<file path="src/rtl/led_pkg.sv">
// rtl/led_pkg.sv - shared state enum and width helper for the LED alarm driver
package led_pkg;

    typedef enum logic [1:0] {
        SHOW      = 2'd0,
        FLASH_ON  = 2'd1,
        FLASH_OFF = 2'd2
    } led_state_e;

    // Counter width able to hold 0..value-1, never narrower than one bit
    function automatic int clog2_min1(input int value);
        if (value <= 2) begin
            return 1;
        end
        return $clog2(value);
    endfunction

endpackage

</file>
<file path="src/rtl/led_alarm_driver_if.sv">
// rtl/led_alarm_driver_if.sv - alarm/count inputs and LED outputs of the LED alarm driver
interface led_alarm_driver_if #(
    parameter int SIZE     = 4,
    parameter int PWM_BITS = 4
);
    logic                alarm;
    logic                ack;
    logic [SIZE-1:0]     count;
    logic [PWM_BITS-1:0] brightness;
    logic [SIZE-1:0]     led;
    logic                busy;

    // Counter side drives the requests and the value to display
    modport master (
        output alarm, ack, count, brightness,
        input  led, busy
    );

    // LED driver side
    modport slave (
        input  alarm, ack, count, brightness,
        output led, busy
    );
endinterface

</file>
<file path="src/rtl/led_pwm.sv">
// rtl/led_pwm.sv - free-running brightness counter and duty comparator
module led_pwm #(
    parameter int PWM_BITS = 4
) (
    input  logic                clk,
    input  logic                rst,
    input  logic [PWM_BITS-1:0] brightness,
    output logic                en
);
    logic [PWM_BITS-1:0] cnt_q;
    logic [PWM_BITS-1:0] cnt_d;

    // Counter wraps naturally at 2^PWM_BITS
    always_comb begin
        cnt_d = cnt_q + 1'b1;
    end

    // Free-running counter register
    always_ff @(posedge clk or negedge rst) begin
        if (!rst) begin
            cnt_q <= '0;
        end else begin
            cnt_q <= cnt_d;
        end
    end

    // Enable for brightness/2^PWM_BITS of the period; brightness 0 is always dark
    assign en = (cnt_q < brightness);
endmodule

</file>
<file path="src/rtl/led_alarm_driver.sv">
// rtl/led_alarm_driver.sv - LED bank driver with timed alarm flash; optional dimming via LED_PWM_EN
module led_alarm_driver
    import led_pkg::*;
#(
    parameter int SIZE         = 4,
    parameter int BLINK_DIV    = 8,
    parameter int ALARM_BLINKS = 3,
    parameter int PWM_BITS     = 4
) (
    input logic                clk,
    input logic                rst,
    led_alarm_driver_if.slave  bus
);
    localparam int DIV_W = clog2_min1(BLINK_DIV);
    localparam int FL_W  = clog2_min1(ALARM_BLINKS + 1);
    localparam logic [DIV_W-1:0] DIV_LAST = DIV_W'(BLINK_DIV - 1);
    localparam logic [FL_W-1:0]  FL_LAST  = FL_W'(ALARM_BLINKS);

    led_state_e       state_q, state_d;
    logic [DIV_W-1:0] div_q, div_d;
    logic [FL_W-1:0]  flash_q, flash_d;
    logic [SIZE-1:0]  led_q, led_d;
    logic             busy_q, busy_d;

    logic             div_term;
    logic [FL_W-1:0]  flash_inc;
    logic             flash_done;
    logic [SIZE-1:0]  led_state;
    logic             pwm_en;

`ifdef LED_PWM_EN
    led_pwm #(
        .PWM_BITS (PWM_BITS)
    ) u_pwm (
        .clk        (clk),
        .rst        (rst),
        .brightness (bus.brightness),
        .en         (pwm_en)
    );
`else
    // Without dimming the LEDs are always enabled and brightness is ignored
    logic unused_brightness;
    assign unused_brightness = ^bus.brightness;
    assign pwm_en = 1'b1;
`endif

    // State, counters and registered outputs
    always_ff @(posedge clk or negedge rst) begin
        if (!rst) begin
            state_q <= SHOW;
            div_q   <= '0;
            flash_q <= '0;
            led_q   <= '0;
            busy_q  <= 1'b0;
        end else begin
            state_q <= state_d;
            div_q   <= div_d;
            flash_q <= flash_d;
            led_q   <= led_d;
            busy_q  <= busy_d;
        end
    end

    // Next state: ack beats alarm, alarm beats the timed progression
    always_comb begin
        state_d    = state_q;
        div_term   = (div_q == DIV_LAST);
        flash_inc  = flash_q + 1'b1;
        flash_done = (ALARM_BLINKS != 0) && (flash_inc == FL_LAST);
        unique case (state_q)
            SHOW: begin
                if (bus.alarm && !bus.ack) begin
                    state_d = FLASH_ON;
                end
            end
            FLASH_ON: begin
                if (bus.ack) begin
                    state_d = SHOW;
                end else if (bus.alarm) begin
                    state_d = FLASH_ON;
                end else if (div_term) begin
                    state_d = FLASH_OFF;
                end
            end
            FLASH_OFF: begin
                if (bus.ack) begin
                    state_d = SHOW;
                end else if (bus.alarm) begin
                    state_d = FLASH_ON;
                end else if (div_term) begin
                    state_d = flash_done ? SHOW : FLASH_ON;
                end
            end
            default: begin
                state_d = SHOW;
            end
        endcase
    end

    // Counter updates and the LED/busy values registered with the new state
    always_comb begin
        // Divider restarts on every phase change, retrigger or return to SHOW
        if (state_d == SHOW || bus.alarm || state_d != state_q) begin
            div_d = '0;
        end else begin
            div_d = div_q + 1'b1;
        end

        // Flash counter only advances at the end of an off phase
        if (state_d == SHOW || bus.alarm || ALARM_BLINKS == 0) begin
            flash_d = '0;
        end else if (state_q == FLASH_OFF && div_term) begin
            flash_d = flash_inc;
        end else begin
            flash_d = flash_q;
        end

        unique case (state_d)
            FLASH_ON:  led_state = '1;
            FLASH_OFF: led_state = '0;
            default:   led_state = bus.count;
        endcase

        led_d  = led_state & {SIZE{pwm_en}};
        busy_d = (state_d != SHOW);
    end

    assign bus.led  = led_q;
    assign bus.busy = busy_q;
endmodule
</file>
<file path="src/flat_wrapper.sv">
// flat-port wrapper written by rule: the top's interface ports become plain ports
module led_alarm_driver_flat import led_pkg::*;
#(
    parameter int SIZE         = 4,
    parameter int BLINK_DIV    = 8,
    parameter int ALARM_BLINKS = 3,
    parameter int PWM_BITS     = 4
)
  (clk, rst, bus_alarm, bus_ack, bus_count, bus_brightness, bus_led, bus_busy);
  led_alarm_driver_if #(.SIZE(SIZE), .PWM_BITS(PWM_BITS)) bus_i ();
  input logic clk;
  input logic rst;
  input wire logic [$bits(bus_i.alarm)-1:0] bus_alarm;
  input wire logic [$bits(bus_i.ack)-1:0] bus_ack;
  input wire logic [$bits(bus_i.count)-1:0] bus_count;
  input wire logic [$bits(bus_i.brightness)-1:0] bus_brightness;
  output wire logic [$bits(bus_i.led)-1:0] bus_led;
  output wire logic [$bits(bus_i.busy)-1:0] bus_busy;
  assign bus_i.alarm = bus_alarm;
  assign bus_i.ack = bus_ack;
  assign bus_i.count = bus_count;
  assign bus_i.brightness = bus_brightness;
  assign bus_led = bus_i.led;
  assign bus_busy = bus_i.busy;
  led_alarm_driver #(.SIZE(SIZE), .BLINK_DIV(BLINK_DIV), .ALARM_BLINKS(ALARM_BLINKS), .PWM_BITS(PWM_BITS)) u_core (.clk(clk), .rst(rst), .bus(bus_i));
endmodule
</file>
<file path="config.mk">
export PLATFORM = sky130hd
export DESIGN_NAME = led_alarm_driver_flat
export DESIGN_NICKNAME = d
export VERILOG_FILES = /design/src/rtl/led_pkg.sv /design/src/rtl/led_alarm_driver_if.sv /design/src/rtl/led_pwm.sv /design/src/rtl/led_alarm_driver.sv /design/src/flat_wrapper.sv
export SDC_FILE = /design/constraint.sdc
export NUM_CORES = 1
export LEC_CHECK = 0
export BUFFER_PORTS_ARGS = -buffer_cell sky130_fd_sc_hd__buf_2
export CAP_MARGIN = 20
export CORE_AREA = 2 2 39 41
export DETAILED_ROUTE_END_ITERATION = 10
export DIE_AREA = 0 0 41 43
export GPL_TIMING_DRIVEN = 0
export PLACE_DENSITY = 0.83
export SLEW_MARGIN = 40
export SYNTH_ARGS = -nofsm -noshare
export SYNTH_HDL_FRONTEND = slang
export SYNTH_SLANG_ARGS = --single-unit
</file>
<file path="constraint.sdc">
create_clock -name clk -period 5.1 [get_ports clk]
set_input_delay 0.51 -clock clk [delete_from_list [all_inputs] [get_ports clk]]
set_output_delay 0.51 -clock clk [all_outputs]
set_load 0.1 [all_outputs]
</file>
==> results.sh, run 1 <==
export IMPL_numPortBuffers=12
export IMPL_num_rows=14
export IMPL_synth_compound_area_frac=0.150
export IMPL_crit_cells=8
export IMPL_tightest_slew_ns=0.486
export IMPL_r2r_cells=8
export IMPL_synth_fa_ha_area_frac=0.0960
export IMPL_crit_path_start_kind="register"
export IMPL_endpoint_kind="register"
export IMPL_ant_nets=0
export IMPL_grt_first_pass_wirelength_mm=2.00
export IMPL_wl_per_cell_um=13.2
export IMPL_grt_max_degree=13
export IMPL_cts_tree="yes"
export IMPL_worst_setup_path_type="reg -> reg"
export IMPL_crit_buf_inv=1
export IMPL_peakVddDrop_uv=176
export IMPL_postSynthCellCount=59
export IMPL_clock_latency_ns=0.28
export IMPL_layout_common_cells="buf_2, dfrtp_1, inv_1, ha_1, o21ai_0"
export IMPL_path_cells="ha_1, ha_1, nor3b_1, o21ai_1, ha_1, buf_2, or4b_1, o22ai_1"
export IMPL_power_density_nw_per_um2=295
export IMPL_dp_cells=87
export IMPL_postCtsHoldBufs=0
export IMPL_min_period_over_period=0.459
export IMPL_cp_max_fo=10
export IMPL_syn_area_per_cell_um2=11.0
export IMPL_num_nets_final=93
export IMPL_io_pins=17
export IMPL_drive_gt1_frac=0.267
export IMPL_synth_top_family_by_area="simple AND/OR/NAND/NOR gates"
export IMPL_post_cts_buffers=0
export IMPL_firstDrtPassIters=2
export IMPL_grt_pass1_vias=480
export IMPL_syn_nets=76
export IMPL_fin_crit_ns=2.34
export IMPL_synth_seq_cells=12
export IMPL_num_vias=489
export IMPL_instances_no_fill=91
export IMPL_crit_arrival_ns=2.54
export IMPL_first_iter_violations=3
export IMPL_synth_cell_area_um2=652
export IMPL_holdCritPathClass="in -> async"
export IMPL_clock_fmax_ghz=0.428
export IMPL_h_tree_depth=1
export IMPL_yosys_warnings=0
export IMPL_clkTransAtPathRegs_ns=0.08
export IMPL_cp_top_family="simple AND/OR/NAND/NOR gates"
export IMPL_tns_ns=0
export IMPL_fin_util=0.555
export IMPL_yosys_area_share_simple=0.217
export IMPL_area_delta_synth_final_pct=17.9
export IMPL_holdWs_ns=0.0935
export IMPL_slowest_stage="or4b_1"
export IMPL_dp_slack_ns=2.80
export IMPL_die_w_um=41
export IMPL_start_util=0.471
export IMPL_die_area_um2=1760
export IMPL_fin_ws_ns=2.76
export IMPL_reg2reg_from="u_core.div_q[0]$_DFF_PN0_"
export IMPL_rsz0062_at_grt="no"
export IMPL_clk_path_buf_depth=2
export IMPL_diodes=0
export IMPL_synth_seq_area_share=0.461
export IMPL_cts_root_buf="clkbuf_4"
export IMPL_synth_lib_cells_used_distinct=27
export IMPL_cp_required_ns=5.30
export IMPL_gp_congestion=0.742
export IMPL_die_y_um=43
export IMPL_cts_resized=0
export IMPL_dp_final_hpwl_um=890
export IMPL_drt_vias_per_instance=5.37
export IMPL_cp_common_cell="ha_1"
export IMPL_finalSetupViolCount=0
export IMPL_cts_made_buffers=3
export IMPL_slowest_delay_ns=0.46
export IMPL_post_synth_xor_area_fraction=0
export IMPL_slew_headroom=0.678
export IMPL_final_common_cell="buf_2"
export IMPL_maxCapViolCount=0
export IMPL_fp_coreArea_um2=1380
export IMPL_drc_errors=0
export IMPL_critPathLaunch="u_core.div_q[0]$_DFF_PN0_"
export IMPL_status="complete, no violations"
export IMPL_hold_viol=0
export IMPL_grt_usage=0.173
export IMPL_synthMuxAreaShare=0.0173
export IMPL_finClkSkew_ns=0.00721
export IMPL_overflow=0
export IMPL_antenna_found_initial=0
export IMPL_finalWirelength_mm=1.20
export IMPL_clock_sinks=12
export IMPL_slew_violations=0
export IMPL_p_leak_nw=0.409
cell usage after synthesis:
| cell type | instances | area, um^2 |
|---|---|---|
| a21oi_1 | 1 | 5.00 |
| o21ai_0 | 4 | 20.0 |
| nand2_1 | 1 | 3.75 |
| or3_1 | 2 | 12.5 |
| nand4b_1 | 1 | 8.76 |
| inv_1 | 6 | 22.5 |
| mux2_1 | 1 | 11.3 |
| or3b_1 | 2 | 17.5 |
| and3b_1 | 3 | 26.3 |
| o22ai_2 | 1 | 12.5 |
| o211a_1 | 2 | 20.0 |
| or4b_1 | 1 | 10.0 |
| buf_2 | 1 | 5.00 |
| or4b_4 | 1 | 13.8 |
| nor3b_1 | 2 | 15.0 |
| nand3b_1 | 1 | 7.51 |
| o21a_1 | 2 | 15.0 |
| o22ai_1 | 2 | 12.5 |
| buf_6 | 1 | 11.3 |
| o211ai_1 | 1 | 7.51 |
| nor2_1 | 2 | 7.51 |
| or2_1 | 1 | 6.26 |
| dfrtp_1 | 12 | 300 |
| or4_1 | 1 | 7.51 |
| nor3_1 | 1 | 5.00 |
| ha_1 | 5 | 62.6 |
| o21ai_1 | 1 | 5.00 |
layout make-up:
cell class	count	area, um^2
Fill cell	119	616
Multi-Input combinational cell	39	313
Sequential cell	12	300
Timing Repair Buffer	12	60.1
Clock buffer	4	36.3
Inverter	6	22.5
Tap cell	16	20.0
Buffer	2	16.3
power by group:
part | leakage (nW) | total, mW | internal (mW) | switching (mW)
Clock | 0.0210 | 0.0765 | 0.0434 | 0.0331
Combinational | 0.231 | 0.0475 | 0.0106 | 0.0370
Sequential | 0.157 | 0.102 | 0.0998 | 0.00259
Total | 0.409 | 0.226 | 0.154 | 0.0726
per-layer routing:
metal  vias to the layer above  part of all wire  global-route usage
met4                         0             0.020               0.120
met3                         4             0.020              0.0314
met2                         6              0.52               0.269
met5                         -                 0                   0
met1                       234              0.44               0.203
li1                        245                 -                   -
registers in the layout, indices dropped and copies added (netlist names):
name             cells
u_core.div_q         3
u_core.bus.busy      1
u_core.bus.led       4
u_core.state_q       2
u_core.flash_q       2
through the flow:
stage	instance area, um^2	total power [mW]
after global placement	732	0.151
final	768	0.226
after detailed placement	732	0.152
after CTS	768	0.230
after floorplan	652	0.140
after global routing	768	0.237
logic make-up (layout without fill, tap and decap cells):
kind of cell,after synthesis,after routing
simple gates,19,19
compound gates,14,14
flops,12,12
buf+inv,8,24
fa+ha+maj,5,5
mux,1,1
path summary, 6_finish.rpt:
| path | to | slack [ns] |
|---|---|---|
| max in group asynchronous | u_core.bus.led[1]$_DFF_PN0_ | 4.79 |
| min | u_core.div_q[2]$_DFF_PN0_ | 0.09 |
| max | u_core.div_q[2]$_DFF_PN0_ | 2.76 |
| max reg2reg | u_core.div_q[2]$_DFF_PN0_ | 2.76 |
| min in group clk | u_core.bus.led[2]$_DFF_PN0_ | 0.47 |
| min reg2reg | u_core.flash_q[1]$_DFFE_PN0P_ | 0.55 |
Power figures use the tool's default switching activity.
==> run 2: changes to the inputs <==
--- a/config.mk
+++ b/config.mk
@@ -5,13 +5,14 @@
 export SDC_FILE = /design/constraint.sdc
 export NUM_CORES = 1
 export LEC_CHECK = 0
+export ABC_AREA = 1
 export BUFFER_PORTS_ARGS = -buffer_cell sky130_fd_sc_hd__buf_2
 export CAP_MARGIN = 20
 export CORE_AREA = 2 2 39 41
 export DETAILED_ROUTE_END_ITERATION = 10
 export DIE_AREA = 0 0 41 43
 export GPL_TIMING_DRIVEN = 0
-export PLACE_DENSITY = 0.83
+export PLACE_DENSITY = 0.75
 export SLEW_MARGIN = 40
 export SYNTH_ARGS = -nofsm -noshare
 export SYNTH_HDL_FRONTEND = slang
==> constraint.sdc (replaced) <==
create_clock -name clk -period 2.45 [get_ports clk]
set_input_delay 0.245 -clock clk [delete_from_list [all_inputs] [get_ports clk]]
set_output_delay 0.245 -clock clk [all_outputs]
set_load 0.1 [all_outputs]
==> run 2 against run 1 <==
Register-to-register slack worse by 2.3 ns. Combinational power increased by 87%. Die area unchanged.
==> results.sh, run 2 <==
export IMPL_status="complete, no violations"
export IMPL_hold_end="u_core.bus.led[0]$_DFF_PN0_"
export IMPL_multiInputGateArea_um2=203
export IMPL_cts_root_buf="clkbuf_4"
export IMPL_final_common_cell="inv_1"
export IMPL_power_density_nw_per_um2=611
export IMPL_num_rows=14
export IMPL_fp_coreArea_um2=1380
export IMPL_instances_no_fill=92
export IMPL_rsz0062_at_grt="no"
export IMPL_synth_seq_area_share=0.537
export IMPL_post_cts_buffers=0
export IMPL_slew_headroom=0.679
export IMPL_cts_tree="yes"
export IMPL_synth_cell_area_um2=559
export IMPL_rrSetupSlack_ns=0.42
export IMPL_holdWs_ns=0.208
export IMPL_slew_violations=0
export IMPL_r2r_cells=11
export IMPL_die_area_um2=1760
export IMPL_cp_max_fo=4
export IMPL_grt_first_pass_wirelength_mm=1.43
export IMPL_wl_met2_um=413
export IMPL_synth_common_cells="inv_1, dfrtp_1, nand2_1"
export IMPL_syn_nets=77
export IMPL_wl_met1_um=357
export IMPL_die_y_um=43
export IMPL_cts_made_buffers=3
export IMPL_num_nets_final=95
export IMPL_holdCritPathClass="in -> reg"
export IMPL_drive_gt1_frac=0.237
export IMPL_seq_area_um2=300
export IMPL_synth_lib_cells_used_distinct=13
export IMPL_overflow=0
export IMPL_fill_cells=132
export IMPL_drt_vias_per_instance=4.45
export IMPL_largest_reg_flops=4
export IMPL_hp_start="bus_count[0]"
export IMPL_grt_usage=0.126
export IMPL_finClkSkew_ns=0.00443
export IMPL_worst_setup_path_type="reg -> reg"
export IMPL_firstDrtPassIters=3
export IMPL_ant_nets=0
export IMPL_clock_fmax_ghz=0.492
export IMPL_clock_latency_ns=0.26
export IMPL_maxCapViolCount=0
export IMPL_peakVddDrop_uv=287
export IMPL_top_layer="met3"
export IMPL_grt_max_degree=13
export IMPL_tightest_slew_ns=0.485
export IMPL_hold_viol=0
export IMPL_reg2reg_from="u_core.div_q[0]$_DFF_PN0_"
export IMPL_synth_flop_cell="dfrtp_1"
export IMPL_r2r_end="u_core.div_q[0]$_DFF_PN0_"
export IMPL_clock_sinks=12
export IMPL_endpoint_kind="register"
export IMPL_gp_congestion=0.721
export IMPL_synth_most_common_cell="inv_1"
export IMPL_finalWirelength_um=799
export IMPL_min_path_cells=3
export IMPL_crit_arrival_ns=2.22
export IMPL_synth_area_top_cells="dfrtp_1, ha_1, inv_1"
export IMPL_synth_seq_cells=12
export IMPL_io_pins=17
export IMPL_dp_cells=88
export IMPL_synth_edf_count=0
export IMPL_crit_path_start_kind="register"
export IMPL_yosys_area_top_type="dfrtp_1"
export IMPL_yosysTopAreaCellShare=0.537
export IMPL_first_iter_violations=13
export IMPL_antenna_found_initial=0
export IMPL_num_vias=409
export IMPL_p_leak_nw=0.365
export IMPL_drc_errors=0
export IMPL_layout_common_cells="inv_1, buf_2, dfrtp_1, nand2_1"
export IMPL_fin_crit_ns=2.03
export IMPL_cts_resized=0
export IMPL_wl_per_cell_um=8.68
export IMPL_finalSetupViolCount=0
export IMPL_async_reset_ff_frac=1.00
export IMPL_start_util=0.404
export IMPL_wl_met3_um=28
export IMPL_die_w_um=41
export IMPL_clkTransAtPathRegs_ns=0.07
export IMPL_postSynthCellCount=60
export IMPL_tns_ns=0
export IMPL_diodes=0
export IMPL_clk_path_buf_depth=2
export IMPL_h_tree_depth=1
export IMPL_grt_pass1_vias=369
export IMPL_area_delta_synth_final_pct=20.1
export IMPL_yosys_warnings=0
export IMPL_min_period_over_period=0.829
export IMPL_syn_area_per_cell_um2=9.32
export IMPL_cp_required_ns=2.64
export IMPL_numPortBuffers=12
[run 2: changes by cell type in the layout (fill, tap and decap cells not counted), sizes merged, moves of 3 or more]
cell	change
inv	+9
nand2	+6
nor2	+4
and3b	-3
nand3	+3
o22ai	-3
[run 2: kinds of logic after synthesis]
logic type,after synthesis,share of synthesized area
AOI/OAI and AO/OA,9,0.0872
adders and majority gates,5,0.112
buffers and inverters,15,0.101
DFF,12,0.537
and+or+nand+nor,19,0.163
[run 2: worst max path at each step]
stage	startpoint	to	slack (ns)	cells past startpoint
after floorplan	u_core.div_q[0]$_DFF_PN0_	u_core.div_q[0]$_DFF_PN0_	0.60	11
after global placement	u_core.div_q[0]$_DFF_PN0_	u_core.div_q[0]$_DFF_PN0_	0.45	11
after detailed placement	u_core.div_q[0]$_DFF_PN0_	u_core.div_q[0]$_DFF_PN0_	0.43	11
after CTS	u_core.div_q[0]$_DFF_PN0_	u_core.div_q[0]$_DFF_PN0_	0.40	11
after global routing	u_core.div_q[0]$_DFF_PN0_	u_core.div_q[0]$_DFF_PN0_	0.21	11
final	u_core.div_q[0]$_DFF_PN0_	u_core.div_q[0]$_DFF_PN0_	0.42	11
[run 2: timing repair]
item | in CTS | in global routing
endpoints found under the hold margin | 12 | 0
endpoints found under the setup margin | 0 | 0
hold buffers | 1 | 0
[run 2: report_power, final]
group / switching (mW) / total, mW / internal (mW)
Combinational: 0.0719 / 0.0887 / 0.0168
Sequential: 0.00403 / 0.211 / 0.207
Clock: 0.0541 / 0.111 / 0.0566
[run 2: area by class of cell]
type,instances,area share
Sequential cell,12,0.447
Multi-Input combinational cell,33,0.302
Timing Repair Buffer,13,0.104
Inverter,15,0.0838
Clock buffer,3,0.0335
Tap cell,16,0.0298
[run 2: metrics by stage]
step	power, mW	worst slack [ns]	utilization	cell area, um^2
after floorplan	0.283	0.599	-	559
after global placement	0.303	0.452	0.462	639
after detailed placement	0.303	0.427	0.462	639
after CTS	0.417	0.405	0.486	672
after global routing	0.435	0.208	0.486	672
final	0.411	0.419	0.486	672
[run 2: worst max-delay path, cell delays in order, from the launching register on]
cell     delay, ns
dfrtp_1       0.39
ha_1          0.20
ha_1          0.24
inv_1         0.08
nand3_1       0.09
and2_2        0.23
ha_1          0.21
nor2_1        0.16
nand2_1       0.07
a21oi_1       0.11
nand2_1       0.09
nor2_1        0.10
[run 2: metal layers]
| layer | track usage | vias to the layer above |
|---|---|---|
| met5 | 0 | - |
| met4 | 0.100 | 0 |
| met2 | 0.175 | 9 |
| li1 | - | 220 |
| met1 | 0.159 | 180 |
| met3 | 0.0314 | 0 |
==> run 3: changes to the inputs <==
--- a/config.mk
+++ b/config.mk
@@ -5,14 +5,13 @@
 export SDC_FILE = /design/constraint.sdc
 export NUM_CORES = 1
 export LEC_CHECK = 0
-export ABC_AREA = 1
+export ABC_AREA = 0
 export BUFFER_PORTS_ARGS = -buffer_cell sky130_fd_sc_hd__buf_2
 export CAP_MARGIN = 20
-export CORE_AREA = 2 2 39 41
+export CORE_UTILIZATION = 49
 export DETAILED_ROUTE_END_ITERATION = 10
-export DIE_AREA = 0 0 41 43
 export GPL_TIMING_DRIVEN = 0
-export PLACE_DENSITY = 0.75
+export PLACE_DENSITY = 0.83
 export SLEW_MARGIN = 40
 export SYNTH_ARGS = -nofsm -noshare
 export SYNTH_HDL_FRONTEND = slang
==> constraint.sdc (replaced) <==
create_clock -name clk -period 1.9 [get_ports clk]
set_input_delay 0.19 -clock clk [delete_from_list [all_inputs] [get_ports clk]]
set_output_delay 0.19 -clock clk [all_outputs]
set_load 0.1 [all_outputs]
==> run 3 against run 2 <==
The flow now finishes with violations (setup timing). Core utilization increased by 31 points. Cell area increased by 38%. Final cell count is 8.7% higher.
==> results.sh, run 3 (same netlist as run 1, synthesis figures left out) <==
export IMPL_worst_setup_path_type="reg -> reg"
export IMPL_overflow=0
export IMPL_numPortBuffers=12
export IMPL_die_area_um2=1480
export IMPL_io_pins=17
export IMPL_clock_latency_ns=0.28
export IMPL_drive_gt1_frac=0.465
export IMPL_combinationalPowerShare=0.248
export IMPL_dp_final_hpwl_um=885
export IMPL_finalSetupViolCount=8
export IMPL_clock_sinks=12
export IMPL_slew_violations=0
export IMPL_ant_nets=0
export IMPL_maxCapViolCount=0
export IMPL_antenna_found_initial=0
export IMPL_num_nets_final=104
export IMPL_place_area_um2=758
export IMPL_peakVddDrop_uv=495
export IMPL_grt_pass1_vias=559
export IMPL_dp_cells=85
export IMPL_wl_per_cell_um=14.8
export IMPL_clkPwrFrac=0.324
export IMPL_num_vias=547
export IMPL_instances_no_fill=100
export IMPL_tns_ns=-0.363
export IMPL_largest_reg_flops=4
export IMPL_tightest_slew_ns=0.486
export IMPL_cp_max_fo=7
export IMPL_endpoint_kind="register"
export IMPL_p_int_mw=0.434
export IMPL_switching_share=0.325
export IMPL_gp_congestion=0.724
export IMPL_slew_headroom=0.678
export IMPL_finClkSkew_ns=0.00455
export IMPL_fin_crit_ns=1.99
export IMPL_area_delta_synth_final_pct=42.4
export IMPL_holdCritPathClass="in -> reg"
export IMPL_seqPwrFrac=0.428
export IMPL_status="finished, violations left"
export IMPL_fp_coreArea_um2=1170
export IMPL_grt_first_pass_wirelength_mm=2.50
export IMPL_die_y_um=38.5
export IMPL_clkTransAtPathRegs_ns=0.08
export IMPL_cts_made_buffers=3
export IMPL_fill_cells=68
export IMPL_first_iter_violations=12
export IMPL_final_area_um2=928
export IMPL_power_density_nw_per_um2=692
export IMPL_cp_required_ns=2.11
export IMPL_h_tree_depth=1
export IMPL_crit_arrival_ns=2.19
export IMPL_fin_ws_ns=-0.0852
export IMPL_clock_fmax_ghz=0.504
export IMPL_dp_slack_ns=-0.188
export IMPL_layout_common_cells="buf_2, dfrtp_1, buf_6, buf_4, inv_1"
export IMPL_drt_vias_per_instance=5.47
export IMPL_die_w_um=38.5
export IMPL_cts_root_buf="clkbuf_4"
export IMPL_min_period_over_period=1.04
export IMPL_finalWirelength_mm=1.48
export IMPL_drc_errors=0
export IMPL_num_rows=12
export IMPL_grt_max_degree=13
export IMPL_grt_usage=0.253
export IMPL_crit_path_start_kind="register"
export IMPL_diodes=0
export IMPL_start_util=0.557
export IMPL_firstDrtPassIters=4
export IMPL_cts_tree="yes"
export IMPL_rsz0062_at_grt="yes"
export IMPL_p_leak_nw=0.466
export IMPL_p_sw_mw=0.209
export IMPL_hold_viol=0
export IMPL_clk_path_buf_depth=2
export IMPL_fin_util=0.793
export IMPL_violations="setup timing"
[run 3: final cells by class]
cell class | instances | area (um^2) | share of cell area
inverters | 6 | 22.5 | 0.0243
multi-input cells | 39 | 369 | 0.398
flip-flops and latches | 12 | 300 | 0.323
well taps | 14 | 17.5 | 0.0189
repair buffers | 24 | 171 | 0.185
clock buffers | 4 | 36.3 | 0.0391
plain buffers | 1 | 11.3 | 0.0121
[run 3: final timing paths]
path	startpoint	end	slack [ns]	cells after the start
max in group asynchronous	rst	u_core.div_q[1]$_DFF_PN0_	1.39	2
min in group asynchronous	rst	u_core.flash_q[1]$_DFFE_PN0P_	0.30	2
min reg2reg	u_core.flash_q[1]$_DFFE_PN0P_	u_core.flash_q[1]$_DFFE_PN0P_	0.54	1
min	bus_count[2]	u_core.bus.led[2]$_DFF_PN0_	0.14	3
max reg2reg	u_core.div_q[0]$_DFF_PN0_	u_core.div_q[0]$_DFF_PN0_	-0.09	8
max	u_core.div_q[0]$_DFF_PN0_	u_core.div_q[0]$_DFF_PN0_	-0.09	8
[run 3: power groups by stage]
| stage | Sequential [mW] | Clock (mW) | Combinational [mW] |
|---|---|---|---|
| 2_1_floorplan | 0.347 | 0 | 0.0334 |
| 3_3_place_gp | 0.280 | 0 | 0.129 |
| 3_5_place_dp | 0.280 | 0 | 0.132 |
| 4_1_cts | 0.275 | 0.209 | 0.145 |
| 5_1_grt | 0.277 | 0.223 | 0.167 |
| 6_report | 0.275 | 0.208 | 0.159 |
[run 3: worst max-delay path: stages (launching register included)]
cell     delay (ns)
dfrtp_1        0.39
ha_2           0.20
ha_4           0.19
nor3b_4        0.20
o21ai_2        0.11
ha_4           0.20
buf_6          0.11
or4_1          0.40
o22ai_1        0.11
[run 3: per-layer routing]
layer  up-vias  global-route usage  wire (um)
met5         -                   0          0
met4         0               0.103         21
met3         2              0.0523         23
met2         5               0.428        833
met1       270               0.310        602
li1        270                   -          -
[run 3: timing repair]
action,4_1_cts,5_1_grt
pin swaps,8,4
hold buffers,1,0
buffers inserted,8,3
endpoints found under the setup margin,4,9
resized for setup,9,10
hold endpoints to repair,12,0
[run 3: through the flow]
stage | hold WS [ns] | power, mW
CTS | 0.142 | 0.629
finish | 0.136 | 0.643
global route | 0.119 | 0.668
detailed placement | 0.0788 | 0.412
floorplan | -0.106 | 0.380
global placement | 0.0754 | 0.409
